## src/rtl/encoder_pkg.sv

```systemverilog
// Shared types and widths for the scanning 8-to-3 priority encoder.
package encoder_pkg;

   localparam int unsigned REQ_W  = 8;
   localparam int unsigned CODE_W = 3;

   typedef enum logic {
      IDLE = 1'b0,
      SCAN = 1'b1
   } state_t;

endpackage

```

## src/rtl/prio_enc8.sv

```systemverilog
// Combinational 8-bit priority encoder with selectable scan order.
module prio_enc8
   import encoder_pkg::*;
(
   input  logic [REQ_W-1:0]  vec,
   input  logic              msb_first,
   output logic [CODE_W-1:0] idx,
   output logic              any,
   output logic              single
);

   // Later loop iterations overwrite earlier ones, so the last set bit visited wins.
   always_comb begin
      idx = '0;
      for (int i = 0; i < 8; i++) begin
         if (msb_first) begin
            if (vec[i]) idx = CODE_W'(i);
         end else begin
            if (vec[7-i]) idx = CODE_W'(7 - i);
         end
      end
   end

   // Any-set and exactly-one-set flags.
   always_comb begin
      any    = (vec != '0);
      single = any && ((vec & (vec - REQ_W'(1))) == '0);
   end

endmodule

```

## src/rtl/encoder_8x3_scan.sv

```systemverilog
// Scanning 8-to-3 encoder: captures a request vector and emits one index per
// accepted handshake. Optional parity output enabled by macro ENC_PARITY_EN.
module encoder_8x3_scan
   import encoder_pkg::*;
#(
   parameter bit MSB_FIRST = 1'b1
) (
   input  logic              CLK,
   input  logic              RST,
   input  logic              EN,
   input  logic              LOAD,
   input  logic [REQ_W-1:0]  REQ,
   input  logic              READY,
   output logic              VALID,
   output logic [CODE_W-1:0] CODE,
   output logic              LAST,
   output logic              BUSY,
   output logic              NONE
`ifdef ENC_PARITY_EN
   ,
   output logic              PAR
`endif
);

   state_t             state_q, state_d;
   logic [REQ_W-1:0]   pend_q, pend_d;
   logic               none_q, none_d;
   logic [CODE_W-1:0]  idx;
   logic               any, single;
   logic               scan_valid;

   prio_enc8 u_prio (
      .vec       (pend_q),
      .msb_first (MSB_FIRST),
      .idx       (idx),
      .any       (any),
      .single    (single)
   );

   // State, pending-bit and empty-load flag registers.
   always_ff @(posedge CLK or posedge RST) begin
      if (RST) begin
         state_q <= IDLE;
         pend_q  <= '0;
         none_q  <= 1'b0;
      end else begin
         state_q <= state_d;
         pend_q  <= pend_d;
         none_q  <= none_d;
      end
   end

   // Next-state: capture on load, retire one bit per transfer, abort on !EN.
   always_comb begin
      state_d = state_q;
      pend_d  = pend_q;
      none_d  = 1'b0;
      if (!EN) begin
         state_d = IDLE;
         pend_d  = '0;
      end else begin
         case (state_q)
            IDLE: begin
               if (LOAD) begin
                  if (REQ != '0) begin
                     pend_d  = REQ;
                     state_d = SCAN;
                  end else begin
                     none_d  = 1'b1;
                  end
               end
            end
            SCAN: begin
               if (READY) begin
                  pend_d = pend_q & ~(REQ_W'(1) << idx);
                  if (single) state_d = IDLE;
               end
            end
            default: begin
               state_d = IDLE;
               pend_d  = '0;
            end
         endcase
      end
   end

   // Outputs decode registered state only; nothing flows from inputs.
   always_comb begin
      scan_valid = (state_q == SCAN) && any;
      VALID      = scan_valid;
      BUSY       = (state_q == SCAN);
      CODE       = scan_valid ? idx : '0;
      LAST       = scan_valid && single;
      NONE       = none_q;
   end

`ifdef ENC_PARITY_EN
   // Parity of the presented code, forced low when nothing is presented.
   always_comb begin
      PAR = scan_valid && (^idx);
   end
`endif

endmodule

```

## config.mk

```make
export PLATFORM = sky130hd
export DESIGN_NAME = encoder_8x3_scan
export DESIGN_NICKNAME = d
export VERILOG_FILES = /design/src/rtl/encoder_pkg.sv /design/src/rtl/prio_enc8.sv /design/src/rtl/encoder_8x3_scan.sv
export SDC_FILE = /design/constraint.sdc
export NUM_CORES = 1
export LEC_CHECK = 0
export CAP_MARGIN = 30
export CORE_ASPECT_RATIO = 1.2
export CORE_MARGIN = 2
export CORE_UTILIZATION = 30
export DETAILED_ROUTE_END_ITERATION = 8
export SETUP_SLACK_MARGIN = 0.05
export SLEW_MARGIN = 20
export SYNTH_ARGS = -nofsm -noshare
export SYNTH_HDL_FRONTEND = slang
export SYNTH_SLANG_ARGS = --single-unit
```

## constraint.sdc

```tcl
create_clock -name CLK -period 3.5 [get_ports CLK]
set_input_delay 0.525 -clock CLK [delete_from_list [all_inputs] [get_ports CLK]]
set_output_delay 0.525 -clock CLK [all_outputs]
set_load 0.02 [all_outputs]
```

# Yosys cells after proc, flatten, opt, wreduce, memory -nomap -nowiden

Index checks and enable logic that the tools add are counted.

$add $sub $neg: 1
Equal/unequal tests: 3
Shift operators: 1
Mux-type cells: 23
Bitwise operators: 4
Reduce and logical (&&, ||, !) cells: 7

Operator list:

| kind                | number |
|---|---|
| $mux 8              | 4 |
| $and 8x8->8         | 2 |
| $pmux 8 s2          | 1 |
| $reduce_bool 8->1   | 2 |
| $mux 3              | 5 |
| $mux 1              | 10 |
| $ne 3x3->1 const B  | 3 |
| $logic_not 8->1     | 1 |
| $not 8->8           | 1 |
| $shl 1x3->8 const A | 1 |
| $sub 8x1->8 const B | 1 |
| $mux 2              | 2 |
| $logic_and 1x1->1   | 3 |
| $reduce_and 3->1    | 1 |
| $pmux 1 s2          | 1 |
| $not 1->1           | 1 |

Register bits after elaboration: 10
Bits of input ports: 13
Output and inout bits: 7
Word-level logic and storage cells: 42

# Logic depth before layout (Yosys ltp)

Depth after elaboration: 13
Gate-level depth with buffers: 6
Gate-level depth less buffers: 4

# Modules after synthesis

A second synthesis with hierarchy kept.

Cell total of the unflattened synthesis: 104
Area, all modules: 818.3 sq um

Modules (own cells, without submodules):

| module           | instances | cells each | area an instance (sq um) | sequential area each (sq um) |
|---|---|---|---|---|
| encoder_8x3_scan | 1         | 63         | 586.8                    | 250.2 |
| prio_enc8        | 1         | 41         | 231.5                    | 0.0 |

# Worst setup path before layout

No wires, ideal clock.

Path type: register to output
Start: reg state_q (netlist: BUSY)
End: out CODE[0]
Data arrival time: 1799 ps
Data required time: 2975 ps
Slack: 1176 ps
Stages on the path, launching flop included: 5
Buffers on the path: 1
Cells stage by stage: dfrtp_1 clkbuf_1 inv_1 a21oi_1 a21boi_0

Longest elaborated chain between the ends: 2

Ends and longest elaborated chain:

| item                   | RTL line               | text |
|---|---|---|
| start, declared        | encoder_8x3_scan.sv:25 | `state_t state_q, state_d;` |
| start signal, assigned | encoder_8x3_scan.sv:47 | `state_q <= state_d;` |
| $logic_and 1x1->1      | encoder_8x3_scan.sv:89 | `scan_valid = (state_q == SCAN) && any;` |
| named net VALID        | encoder_8x3_scan.sv:14 | `output logic VALID,` |
| $mux 3                 | encoder_8x3_scan.sv:92 | `CODE = scan_valid ? idx : '0;` |
| end, declared          | encoder_8x3_scan.sv:15 | `output logic [CODE_W-1:0] CODE,` |

The timed path passes the listed nets, and every way through them passes these cells.

# Worst setup path in the final report

Start: reg pend_q[1]
End: out LAST

Longest elaborated chain between the ends: 5
Elaborated cells on any way between the ends: 7
Classes of those cells: add/sub (1); bitwise (1); reduce/logical (5)

Ends and longest elaborated chain:

| item                   | RTL line               | text |
|---|---|---|
| start, declared        | encoder_8x3_scan.sv:26 | `logic [REQ_W-1:0] pend_q, pend_d;` |
| start signal, assigned | encoder_8x3_scan.sv:48 | `pend_q <= pend_d;` |
| $sub 8x1->8            | prio_enc8.sv:27        | `single = any && ((vec & (vec - REQ_W'(1))) == '0);` |
| $and 8x8->8            | prio_enc8.sv:27        |  |
| $logic_not 8->1        | prio_enc8.sv:27        |  |
| $logic_and 1x1->1      | prio_enc8.sv:27        |  |
| $logic_and 1x1->1 (*)  | encoder_8x3_scan.sv:93 | `LAST = scan_valid && single;` |
| end, declared          | encoder_8x3_scan.sv:16 | `output logic LAST,` |

Mark *: on every way between the ends. The rest lies on a longest branch, timed or not.

==> results.py <==
metrics = {
    "cells_and_area": {
        "fin_nets": 117,
        "drive_gt1_frac": 0.06796,
        "final_util": 0.4188,
        "final_area_sq_um": 945.9,
        "final_cell_mix": "clkdlybuf4s50_1 (19), dfrtp_1 (10), nand2_1 (10)",
        "mostFrequentLayoutCell": "clkdlybuf4s50_1",
        "diodes": 0,
        "syn2layout_area_growth_pct": 33.10,
        "stdcell_count": 134,
    },
    "critical_path": {
        "cp_max_fo": 6,
        "slowest_stage": "clkdlybuf4s50_1",
        "r2r_setup_slack_ps": 1660,
        "cp.required_ps": 2970,
        "cp.arrival_ps": 2480,
        "crit_type": "flip-flop to output port",
        "crit_path_end_kind": "output port",
        "start_kind": "flip-flop",
        "path_cells": "nor4_1, nand2_1, a221o_1, nor3_1, clkdlybuf4s50_1",
        "cpPeakStageDelay_ps": 640,
    },
    "global_routing": {
        "grt_pass1_wl_um": 3305,
        "grt_use_total": 0.1531,
        "grt_pass1_vias": 714,
        "antenna_found_initial": 0,
        "grt_max_degree": 12,
        "grt-ovfl-total": 0,
    },
    "clock_network": {
        "clk_latency_ps": 280,
        "htreeDepth": 1,
        "hold_buffers": 0,
        "clk_pin_slew_ps": 80,
        "cts.sinks": 10,
        "cts_setup_buffers": 0,
        "postCtsResizedCells": 0,
        "cts_buffers": 3,
        "cts-root-buf": "clkbuf_4",
        "cts_tree": "done",
        "clk_path_buf_depth": 2,
    },
    "route": {
        "routed_wl_um": 2047,
        "vias_per_cell": 5.560,
        "vias": 745,
        "wl_per_cell_um": 15.28,
        "ant_nets": 0,
        "drtPass1Iterations": 4,
        "drc": 0,
        "drt_iter0_drc": 23,
    },
    "timing": {
        "hold_ws_ps": 533.5,
        "finalCritPeriodShare": 0.8597,
        "final.min_clock_period_ps": 3009,
        "fin_ws_ps": 491.2,
        "setup_tns_ps": 0,
        "worst_pin_slew_ps": 547.9,
        "fin_worst_skew_ps": 5.282,
        "setup_viol": 0,
        "rsz0062_at_grt": "no",
        "relSlewSlack": 0.6314,
        "hold_viol": 0,
        "slew_viol_final": 0,
        "max_freq_mhz": 332.4,
    },
    "power_and_ir_drop": {
        "p_per_area_nw_per_um2": 381.7,
        "p_total_mw": 0.3610,
        "p_leak_nw": 0.3792,
        "ir_drop_v": 0.0002817,
    },
    "logic_synthesis": {
        "synth_top_area_frac": 0.3521,
        "yosysSeqAreaShare": 0.3521,
        "synth_area_leaders": "dfrtp_1 (35%), nand2_1 (5.3%), a21oi_1 (4.2%)",
        "ys_async_sr_fraction": 1.000,
        "ys.flop_type": "dfrtp_1",
        "syn-num-nets": 99,
        "yosysWarningCount": 0,
        "syn_inst": 86,
        "yosysUniqueCellTypes": 35,
        "synth_edf_count": 0,
        "yosysTopAreaCell": "dfrtp_1",
        "ys_seq_elements": 10,
        "syn_area_sq_um": 710.7,
        "syn_area_per_cell_sq_um": 8.264,
    },
    "placement": {
        "dp.cells": 130,
        "placed_area_sq_um": 909.6,
        "dp_hpwl_um": 1546,
        "gp_congestion": 0.8499,
        "dp_slack_ps": 819.5,
        "port_buffers": 19,
    },
    "status": {
        "outcome": "finished, final reports clean",
    },
    "floorplan": {
        "die_h_um": 57.32,
        "num_rows": 19,
        "die_w_um": 48.43,
        "dieArea_sq_um": 2776,
        "io_pins": 20,
        "core_area_sq_um": 2258,
        "initial_core_util": 0.3147,
    },
    "worst_hold_path": {
        "hold_class": "primary input to async pin",
    },
    "job": {
        "drv_cap": 0,
    },
}
-- synthesized netlist by cell type (2+ instances only) --
master and n:
o311ai_0 2, a21oi_1 6, nand2_1 10, nor4_1 3, nor2_1 5, clkbuf_1 5
dfrtp_1 10, o311a_1 3, o31a_1 2, inv_1 6, a21boi_0 2, nor3_1 4
a31oi_1 3, nand3_1 3, and2_1 2
-- final cells by class --
cell class | count | area, sq um
Fill cell | 238 | 1313
Multi-Input combinational cell | 64 | 407.9
Sequential cell | 10 | 250.2
Timing Repair Buffer | 19 | 190.2
Tap cell | 31 | 38.79
Clock buffer | 4 | 36.28
Inverter | 6 | 22.52
-- final timing paths --
path	end	depth (start not counted)	start
max in group asynchronous	pend_q[0]$_DFFE_PP0P_	2	RST
worst min register to register	pend_q[0]$_DFFE_PP0P_	2	pend_q[0]$_DFFE_PP0P_
worst min-delay path	pend_q[3]$_DFFE_PP0P_	2	RST
worst max-delay path	LAST	5	pend_q[1]$_DFFE_PP0P_
worst max register to register	BUSY$_DFF_PP0_	4	pend_q[1]$_DFFE_PP0P_
min in group CLK	pend_q[0]$_DFFE_PP0P_	2	pend_q[0]$_DFFE_PP0P_
-- flip-flops by register name (all words and copies together) (netlist names) --
register and flops:
BUSY 1, NONE 1, pend_q 8
-- cells by family after synthesis --
| group | after synthesis | share of synthesized area |
|---|---|---|
| compound gates | 31 | 0.3310 |
| buf+inv | 12 | 0.07394 |
| fa+ha+maj | 1 | 0.01584 |
| flops | 10 | 0.3521 |
| simple gates | 32 | 0.2271 |
-- power breakdown --
group,total [mW],switching [mW],internal (mW)
clock network,0.111,0.0482,0.0632
logic,0.109,0.0550,0.0535
registers,0.141,0.0182,0.123
-- worst max-delay path, delay by kind of cell (launching register included) --
kind	cells	cell delay, ps
flip-flops	1	440
buffers and inverters	1	640
AO/OA/AOI/OAI	1	330
AND/OR/NAND/NOR	3	810
-- per-layer routing --
layer | global-route usage | routed length, um | vias up
met3 | 0.02618 | 86 | 0
met2 | 0.2857 | 1071 | 21
li1 | - | - | 365
met1 | 0.1890 | 888 | 359
met4 | 0.02449 | 0 | 0
met5 | 0 | 0 | -
Power figures use the tool's default switching activity.
